## src/rtl/pe_dbw.sv

```systemverilog
// pe_dbw -- weight-stationary processing element for the INT8 systolic array.
//
// Holds a double-buffered weight (shadow + active) so the next tile's weights
// can be loaded while the current tile computes. Each enabled cycle it
// multiplies the activation by the active weight into a registered product
// stage, then accumulates into a saturating (or wrapping) accumulator with a
// sticky overflow flag. A per-PE drain register forms a shift chain so a whole
// column can be read out from the southmost PE without a wide mux.
//
// Parameters:
//   A_W    activation width
//   W_W    weight width (weights are always signed)
//   ACC_W  accumulator width, at least A_W+W_W+1
//   PIPE   1 = registered a_out, 0 = combinational pass-through
//   SAT    1 = saturating accumulate, 0 = two's-complement wrap
//
// Ports:
//   clk, rst_n       clock (rising edge), asynchronous active-low reset
//   a_in, a_signed   activation from the west and its signedness (used with en)
//   a_out            activation forwarded east
//   b_in, load_weight    weight from the north and its shadow-load strobe
//   b_out, load_weight_out  registered copies forwarded south
//   swap             copy shadow weight into the active weight
//   en               MAC enable
//   clr              synchronous accumulator and overflow clear
//   acc, ovf         accumulator value and sticky overflow flag
//   cap, shift       drain control: capture acc, or shift in acc_in
//   acc_in, acc_out  drain chain from the north neighbour / to the south

module pe_dbw #(
  parameter int A_W   = 8,
  parameter int W_W   = 8,
  parameter int ACC_W = 32,
  parameter int PIPE  = 1,
  parameter int SAT   = 1
) (
  input  logic             clk,
  input  logic             rst_n,
  input  logic [A_W-1:0]   a_in,
  input  logic             a_signed,
  output logic [A_W-1:0]   a_out,
  input  logic [W_W-1:0]   b_in,
  input  logic             load_weight,
  output logic [W_W-1:0]   b_out,
  output logic             load_weight_out,
  input  logic             swap,
  input  logic             en,
  input  logic             clr,
  output logic [ACC_W-1:0] acc,
  output logic             ovf,
  input  logic             cap,
  input  logic             shift,
  input  logic [ACC_W-1:0] acc_in,
  output logic [ACC_W-1:0] acc_out
);

  localparam int P_W = A_W + W_W + 1;

  logic [W_W-1:0]   w_active;
  logic [W_W-1:0]   w_shadow;
  logic [A_W:0]     a_ext;
  logic [P_W-1:0]   a_wide;
  logic [P_W-1:0]   w_wide;
  logic [P_W-1:0]   prod;
  logic [ACC_W-1:0] prod_ext;
  logic [ACC_W-1:0] p_reg;
  logic             p_vld;
  logic [ACC_W:0]   sum;
  logic             pos_ovf;
  logic             neg_ovf;
  logic [ACC_W-1:0] acc_next;

  // Activation forwarding east: registered or a plain wire.
  if (PIPE != 0) begin : g_pipe
    always_ff @(posedge clk or negedge rst_n) begin
      if (!rst_n) a_out <= '0;
      else        a_out <= a_in;
    end
  end else begin : g_comb
    assign a_out = a_in;
  end

  // Weight double buffer and southward propagation. On a simultaneous
  // load+swap the active weight takes the old shadow value, which falls out
  // of the non-blocking update order.
  always_ff @(posedge clk or negedge rst_n) begin
    if (!rst_n) begin
      w_shadow        <= '0;
      w_active        <= '0;
      b_out           <= '0;
      load_weight_out <= 1'b0;
    end else begin
      if (load_weight) w_shadow <= b_in;
      if (swap)        w_active <= w_shadow;
      b_out           <= b_in;
      load_weight_out <= load_weight;
    end
  end

  // The extra top bit lets an unsigned activation become a non-negative
  // signed value. Both operands are sign-extended to the full product width
  // so the low P_W bits of the multiply are the exact signed product.
  assign a_ext  = {a_signed & a_in[A_W-1], a_in};
  assign a_wide = {{W_W{a_ext[A_W]}}, a_ext};
  assign w_wide = {{(A_W+1){w_active[W_W-1]}}, w_active};
  assign prod   = $signed(a_wide) * $signed(w_wide);

  if (ACC_W > P_W) begin : g_ext
    assign prod_ext = {{(ACC_W-P_W){prod[P_W-1]}}, prod};
  end else begin : g_noext
    assign prod_ext = prod;
  end

  // Registered multiply stage; the product only needs to move when a MAC
  // is requested since p_vld gates its use downstream.
  always_ff @(posedge clk or negedge rst_n) begin
    if (!rst_n) begin
      p_reg <= '0;
      p_vld <= 1'b0;
    end else begin
      if (en) p_reg <= prod_ext;
      p_vld <= en;
    end
  end

  // One extra bit of headroom: the top two sum bits disagreeing means the
  // signed result no longer fits in ACC_W bits.
  assign sum     = {acc[ACC_W-1], acc} + {p_reg[ACC_W-1], p_reg};
  assign pos_ovf = ~sum[ACC_W] &  sum[ACC_W-1];
  assign neg_ovf =  sum[ACC_W] & ~sum[ACC_W-1];

  always_comb begin
    acc_next = sum[ACC_W-1:0];
    if (SAT != 0) begin
      if (pos_ovf)      acc_next = {1'b0, {(ACC_W-1){1'b1}}};
      else if (neg_ovf) acc_next = {1'b1, {(ACC_W-1){1'b0}}};
    end
  end

  // Accumulator: clr wins and throws away whatever product is in flight.
  always_ff @(posedge clk or negedge rst_n) begin
    if (!rst_n) begin
      acc <= '0;
      ovf <= 1'b0;
    end else if (clr) begin
      acc <= '0;
      ovf <= 1'b0;
    end else if (p_vld) begin
      acc <= acc_next;
      if (pos_ovf || neg_ovf) ovf <= 1'b1;
    end
  end

  // Drain register: capture wins over shift, otherwise hold.
  always_ff @(posedge clk or negedge rst_n) begin
    if (!rst_n)     acc_out <= '0;
    else if (cap)   acc_out <= acc;
    else if (shift) acc_out <= acc_in;
  end

endmodule

```

## config.mk

```make
export PLATFORM = sky130hd
export DESIGN_NAME = pe_dbw
export DESIGN_NICKNAME = d
export VERILOG_FILES = /design/src/rtl/pe_dbw.sv
export SDC_FILE = /design/constraint.sdc
export NUM_CORES = 1
export LEC_CHECK = 0
export CAP_MARGIN = 10
export CORE_MARGIN = 2
export CORE_UTILIZATION = 60
export DETAILED_ROUTE_END_ITERATION = 10
export GPL_ROUTABILITY_DRIVEN = 0
export PLACE_DENSITY = 0.87
export SYNTH_ARGS = -nofsm -noshare
export SYNTH_HDL_FRONTEND = slang
export SYNTH_SLANG_ARGS = --single-unit
export TNS_END_PERCENT = 50
```

## constraint.sdc

```tcl
create_clock -name clk -period 10 [get_ports clk]
set_input_delay 2 -clock clk [delete_from_list [all_inputs] [get_ports clk]]
set_output_delay 2 -clock clk [all_outputs]
set_load 0.02 [all_outputs]
```

==> impl_metrics.toml, run 1 <==
[worst_setup_path]
end_kind = "flip-flop"
crit_slowest_cell = "clkdlybuf4s50_1"
path_class = "input port to flip-flop"
worst-r2r-cell-count = 16
regToRegEndpoint = "p_reg[15]$_DFFE_PN0P_"
endpoint = "p_reg[15]$_DFFE_PN0P_"
critPathLaunchType = "input port"
startpoint = "a_in[3]"
r2r-start = "w_active[4]$_DFFE_PN0P_"
cp_num_buf_inv = 6
path_common_cell = "inv_1"
slowest_delay_ns = 0.58
crit_fanout = 9
cpLargestDelayFamily = "adder cells"
crit_arrival_ns = 6.95
cp.depth = 17
crit_path_cell_trace = "clkdlybuf4s50_1, and2_1, fa_1, inv_1, fa_1, inv_1, fa_1, inv_1, fa_1, inv_1, ha_1, inv_1, o21ai_0, a211oi_1, o31ai_1, or4b_1, o311ai_0"
r2r_slack_ns = 5.06
worstPathRequired_ns = 10.31

[clock_tree]
postCtsHoldBufs = 0
cts-root-buf = "clkbuf_16"
cts_buffer_depth = 2
cts_made_buffers = 17
cts_tree = "done"
postCtsSetupRepairBufs = 0
cts_sinks = 116
path_clk_slew_ns = 0.06
cts_max_level = 4
post_cts_resized = 0
insertion_delay_ns = 0.43

[sta]
finalSetupViolCount = 0
maxSlewViolCount = 0
relSlewSlack = 0.362
skew_ns = 0.00760
worst_pin_slew_ns = 0.953
rsz0062_at_grt = "false"
setup_tns_ns = 0
period_needed_ns = 6.64
fmax_mhz = 151
holdWs_ns = 0.503
layout_setup_ws_ns = 3.36
finalCritPeriodShare = 0.664
timing_hold_violations_final = 0

[routing]
dr_wl_met3_um = 1500
vias_per_cell = 5.81
wl_met2_um = 10700
routedWlPerCell_um = 16.7
drc = 0
firstDrtPassIters = 5
top_layer = "met4"
antenna_left = 0
wl_met1_um = 8940
routed_wl_um = 21700
drt-initial-drc-count = 414
vias = 7565

[power_and_ir_drop]
p_leak_nw = 5.20
irDropWorstVdd_mv = 0.181
powerDensity_nw_per_um2 = 348

[floorplan]
start_util = 0.609
die_w_um = 128
row_count = 45
dieArea_um2 = 16300
io_pins = 139
die_h_um = 128
coreArea_um2 = 15100

[logic_synthesis]
synth_flop_cell = "dfrtp_1"
yosysMostFrequentCell = "dfrtp_1"
postSynth.asyncResetShare = 1.00
synth_commonest_cells = "dfrtp_1 (116), inv_1 (114), nand2_1 (88), ha_1 (64), fa_1 (63)"
ys_top_cells_by_area = "dfrtp_1 (32%), fa_1 (14%), ha_1 (8.7%), inv_1 (4.7%), mux2i_1 (3.6%)"
yosysWarnings = 0
ys_seq_area_frac = 0.316
synth_area_leader_cell = "dfrtp_1"
syn_inst = 980
ys_ff_latch = 116
synth-edff-count = 0
ys_types = 68
synth_fp_nets = 1164
netlist_area_um2 = 9190
synth_top_area_share = 0.316
syn-mean-instance-area_um2 = 9.37

[placed_design]
place_hpwl_um = 16400
pre_cts_ws_ns = 2.94
io_buffers = 138
dpl-instance-area_um2 = 10700

[hold_path]
hold_class = "flip-flop to flip-flop"

[grt]
grt-ovfl-total = 0
grt_pass1_vias = 7558
grt_use_total = 0.273
antenna_found_initial = 0
grt_pass1_wl_um = 35800
grt_max_degree = 65

[final_layout]
finalNetCount = 1284
area_growth_pct = 22.5
drive_above_1_share = 0.0701
fin_util = 0.746
design_area_um2 = 11200
diodes = 0

[flow_run]
drv_cap = 0

[run_status]
outcome = "finished, final reports clean"
## layout make-up
type / count / area (µm²)
fillers: 1035 / 3840
repair buffers: 141 / 1390
clock inverters: 14 / 154
inverters: 116 / 435
clock buffers: 18 / 439
multi-input cells: 708 / 5690
flip-flops and latches: 116 / 2900
well taps: 188 / 235
## worst reg2reg max path, cell delays in order, from the launching register on
cell and delay (ns):
dfrtp_1 0.50, and2_1 0.23, fa_1 0.56, inv_1 0.06
fa_1 0.51, inv_1 0.06, fa_1 0.53, inv_1 0.05
fa_1 0.53, inv_1 0.04, ha_1 0.31, inv_1 0.05
o21ai_0 0.21, a211oi_1 0.14, o31ai_1 0.48, or4b_1 0.47
o311ai_0 0.10
## where the power goes
part,internal [W],switching (W)
Clock,0.000375,0.000233
Sequential,0.000611,0.000148
Combinational,0.00110,0.00145
Total,0.00208,0.00183
## cell families after synthesis
family                     share of synthesized area
DFF                                            0.316
and+or+nand+nor                                0.144
muxes                                         0.0654
adders and majority gates                      0.224
buffers and inverters                         0.0644
xor gates and xnor gates                      0.0305
AOI/OAI and AO/OA                              0.155
## placed cells by master (no fill, tap or decap), types with 4 or more instances in the layout
cell / n
and4_1: 4
a21oi_1: 57
and3_1: 12
xnor2_1: 22
o211ai_1: 8
a211o_1: 4
dfrtp_1: 116
nand3_1: 17
and2_1: 41
a21o_1: 16
mux2_2: 24
clkbuf_16: 17
o21ai_0: 62
nand4_1: 5
buf_4: 4
mux2i_1: 33
clkdlybuf4s50_1: 135
nor2_1: 51
nand2_1: 88
a21boi_0: 4
or3_1: 4
inv_1: 114
ha_1: 64
clkinv_4: 5
o31ai_1: 4
nor3_1: 22
a31oi_1: 6
fa_1: 63
nor2b_1: 6
xor2_1: 10
a211oi_1: 8
o22ai_1: 10
o21bai_1: 5
o21a_1: 12
## metal layers
metal  global-route usage  vias to the layer above
li1                     -                     3582
met1                0.344                     3620
met2                0.473                      311
met3               0.0501                       52
met4                0.100                        0
met5                    0                        -
## stage by stage
| step | power [W] | cells |
|---|---|---|
| finish | 0.00392 | 1301 |
| global route | 0.00424 | 1301 |
| CTS | 0.00390 | 1301 |
| detailed placement | 0.00327 | 1269 |
| global placement | 0.00318 | 1269 |
| floorplan | 0.00261 | 980 |
## worst min path at each step
stage                                  startpoint                       to  cells after the start
after floorplan           w_shadow[7]$_DFFE_PN0P_  w_active[7]$_DFFE_PN0P_                      2
after global placement    w_shadow[7]$_DFFE_PN0P_  w_active[7]$_DFFE_PN0P_                      2
after detailed placement  w_shadow[7]$_DFFE_PN0P_  w_active[7]$_DFFE_PN0P_                      2
after CTS                    p_reg[8]$_DFFE_PN0P_     p_reg[8]$_DFFE_PN0P_                      1
after global routing         p_reg[8]$_DFFE_PN0P_     p_reg[8]$_DFFE_PN0P_                      1
final                     w_shadow[7]$_DFFE_PN0P_  w_active[7]$_DFFE_PN0P_                      2
Note: power is estimated with default switching activity, not from simulation.
==> inputs of run 2 (changes only) <==
CORE_UTILIZATION = 56   (was 60)
PLACE_DENSITY = 0.82   (was 0.87)
clock period = 6.9 ns   (was 10 ns; I/O delays follow)
==> run 2 against run 1 <==
Against the previous run: critical path depth shrank 1; wire length rose by 1.0%; setup slack got worse by 2.5 ns; total power rose by 48%; clock-buffer cell count did not move; core utilization shrank 3.2 points; sequential share of layout area is 0.29 points lower.
==> impl_metrics.toml, run 2 (synthesized netlist as in run 1, its figures left out) <==
[power_and_ir_drop]
power_frac_seq = 0.189
p_comb_frac = 0.634
switching_share = 0.457
powerDensity_nw_per_um2 = 511
irDropWorstVdd_mv = 0.269
p_sw_w = 0.00265
p_int_w = 0.00316
p_leak_nw = 5.24
power.share.clock = 0.176

[final_layout]
area_growth_pct = 23.8
diodes = 0
final_common_cell = "clkdlybuf4s50_1"
drive_above_1_share = 0.0700
fillers = 1178
fin_cells = 1330
fin_util = 0.714
layout_common_cells = "clkdlybuf4s50_1 (135), dfrtp_1 (116), inv_1 (114)"
finalNetCount = 1285

[grt]
grt_pass1_vias = 7737
antenna_found_initial = 0
grt-ovfl-total = 0
grt_max_degree = 66
grt_pass1_wl_um = 37500
grt_use_total = 0.263

[routing]
vias_per_cell = 5.64
antenna_left = 0
routedWlPerCell_um = 16.5
vias = 7506
routed_wl_um = 21900
drt-initial-drc-count = 454
drc = 0
firstDrtPassIters = 6

[placed_design]
io_buffers = 138
place_hpwl_um = 16300
pre_cts_ws_ns = 0.476
dp.cells = 1298

[sta]
worst_pin_slew_ns = 0.927
layout_setup_ws_ns = 0.899
finalCritPeriodShare = 0.870
relSlewSlack = 0.379
period_needed_ns = 6.00
fmax_mhz = 167
timing_hold_violations_final = 0
holdWs_ns = 0.498
setup_tns_ns = 0
maxSlewViolCount = 0
rsz0062_at_grt = "false"
skew_ns = 0.0106
finalSetupViolCount = 0

[floorplan]
start_util = 0.576
coreArea_um2 = 15900
row_count = 46
die_w_um = 132
io_pins = 139
dieArea_um2 = 17400
die_h_um = 132

[clock_tree]
insertion_delay_ns = 0.42
postCtsSetupRepairBufs = 0
cts_buffer_depth = 2
cts_tree = "done"
cts_sinks = 116
cts_max_level = 4
postCtsHoldBufs = 0
post_cts_resized = 0
cts-root-buf = "clkbuf_16"
path_clk_slew_ns = 0.06
cts_made_buffers = 17

[worst_setup_path]
worst-r2r-cell-count = 16
r2r_slack_ns = 2.02
crit_arrival_ns = 6.33
end_kind = "flip-flop"
worstPathRequired_ns = 7.23
r2r-start = "w_active[4]$_DFFE_PN0P_"
regToRegEndpoint = "p_reg[15]$_DFFE_PN0P_"
path_class = "input port to flip-flop"
critPathLaunchType = "input port"
crit_fanout = 17

[hold_path]
hold_start = "p_reg[8]$_DFFE_PN0P_"
worstHoldPathCells = 1
hold_class = "flip-flop to flip-flop"
min_to = "p_reg[8]$_DFFE_PN0P_"

[run_status]
outcome = "finished, final reports clean"

[flow_run]
drv_cap = 0
run 2: changes by cell type in the layout (fill, tap and decap cells not counted), sizes merged:
cell,change
buf,+1
bufinv,+4
clkinv,-4
clkinvlp,-1
inv,+1
run 2: layer usage:
layer | up-vias | track usage | share of wire
met5 | - | 0 | 0
met4 | 0 | 0.0719 | 0.013
met3 | 25 | 0.0496 | 0.056
met2 | 250 | 0.450 | 0.49
met1 | 3635 | 0.346 | 0.44
li1 | 3596 | - | -
run 2: final cells by class:
class | instances | area, µm² | share of cell area
Timing Repair Buffer | 142 | 1400 | 0.123
Clock buffer | 18 | 429 | 0.0377
Multi-Input combinational cell | 708 | 5690 | 0.500
Clock inverter | 14 | 248 | 0.0218
Sequential cell | 116 | 2900 | 0.255
Inverter | 116 | 435 | 0.0383
Tap cell | 216 | 270 | 0.0238
run 2: power groups by stage:
| stage | sequential, W | combinational (W) | clock [W] |
|---|---|---|---|
| detailed placement | 0.00110 | 0.00363 | 0 |
| global route | 0.00113 | 0.00413 | 0.00106 |
| finish | 0.00110 | 0.00369 | 0.00102 |
| global placement | 0.00109 | 0.00353 | 0 |
| floorplan | 0.00120 | 0.00258 | 0 |
| CTS | 0.00110 | 0.00368 | 0.00103 |
run 2: worst max-delay path, cell delays in order:
cell,delay [ns]
clkdlybuf4s50_1,0.77
nand3_1,0.29
inv_1,0.13
fa_1,0.48
inv_1,0.19
fa_1,0.47
fa_1,0.52
fa_1,0.54
inv_1,0.04
ha_1,0.35
o21a_1,0.17
nor2_1,0.07
nor2b_1,0.15
or3b_2,0.45
a211o_1,0.23
o211ai_1,0.08
run 2: worst max path at each step:
stage,end,start
2_1_floorplan,p_reg[15]$_DFFE_PN0P_,a_in[7]
3_3_place_gp,p_reg[15]$_DFFE_PN0P_,a_in[7]
3_5_place_dp,p_reg[15]$_DFFE_PN0P_,a_in[7]
4_1_cts,p_reg[15]$_DFFE_PN0P_,a_in[7]
5_1_grt,p_reg[15]$_DFFE_PN0P_,a_in[7]
6_report,p_reg[16]$_DFFE_PN0P_,a_in[7]
run 2: per-stage QoR:
step                instance area [µm²]  total power (W)
floorplan                          9190          0.00378
global placement                  10700          0.00462
detailed placement                10700          0.00473
CTS                               11400          0.00581
global route                      11400          0.00632
finish                            11400          0.00581
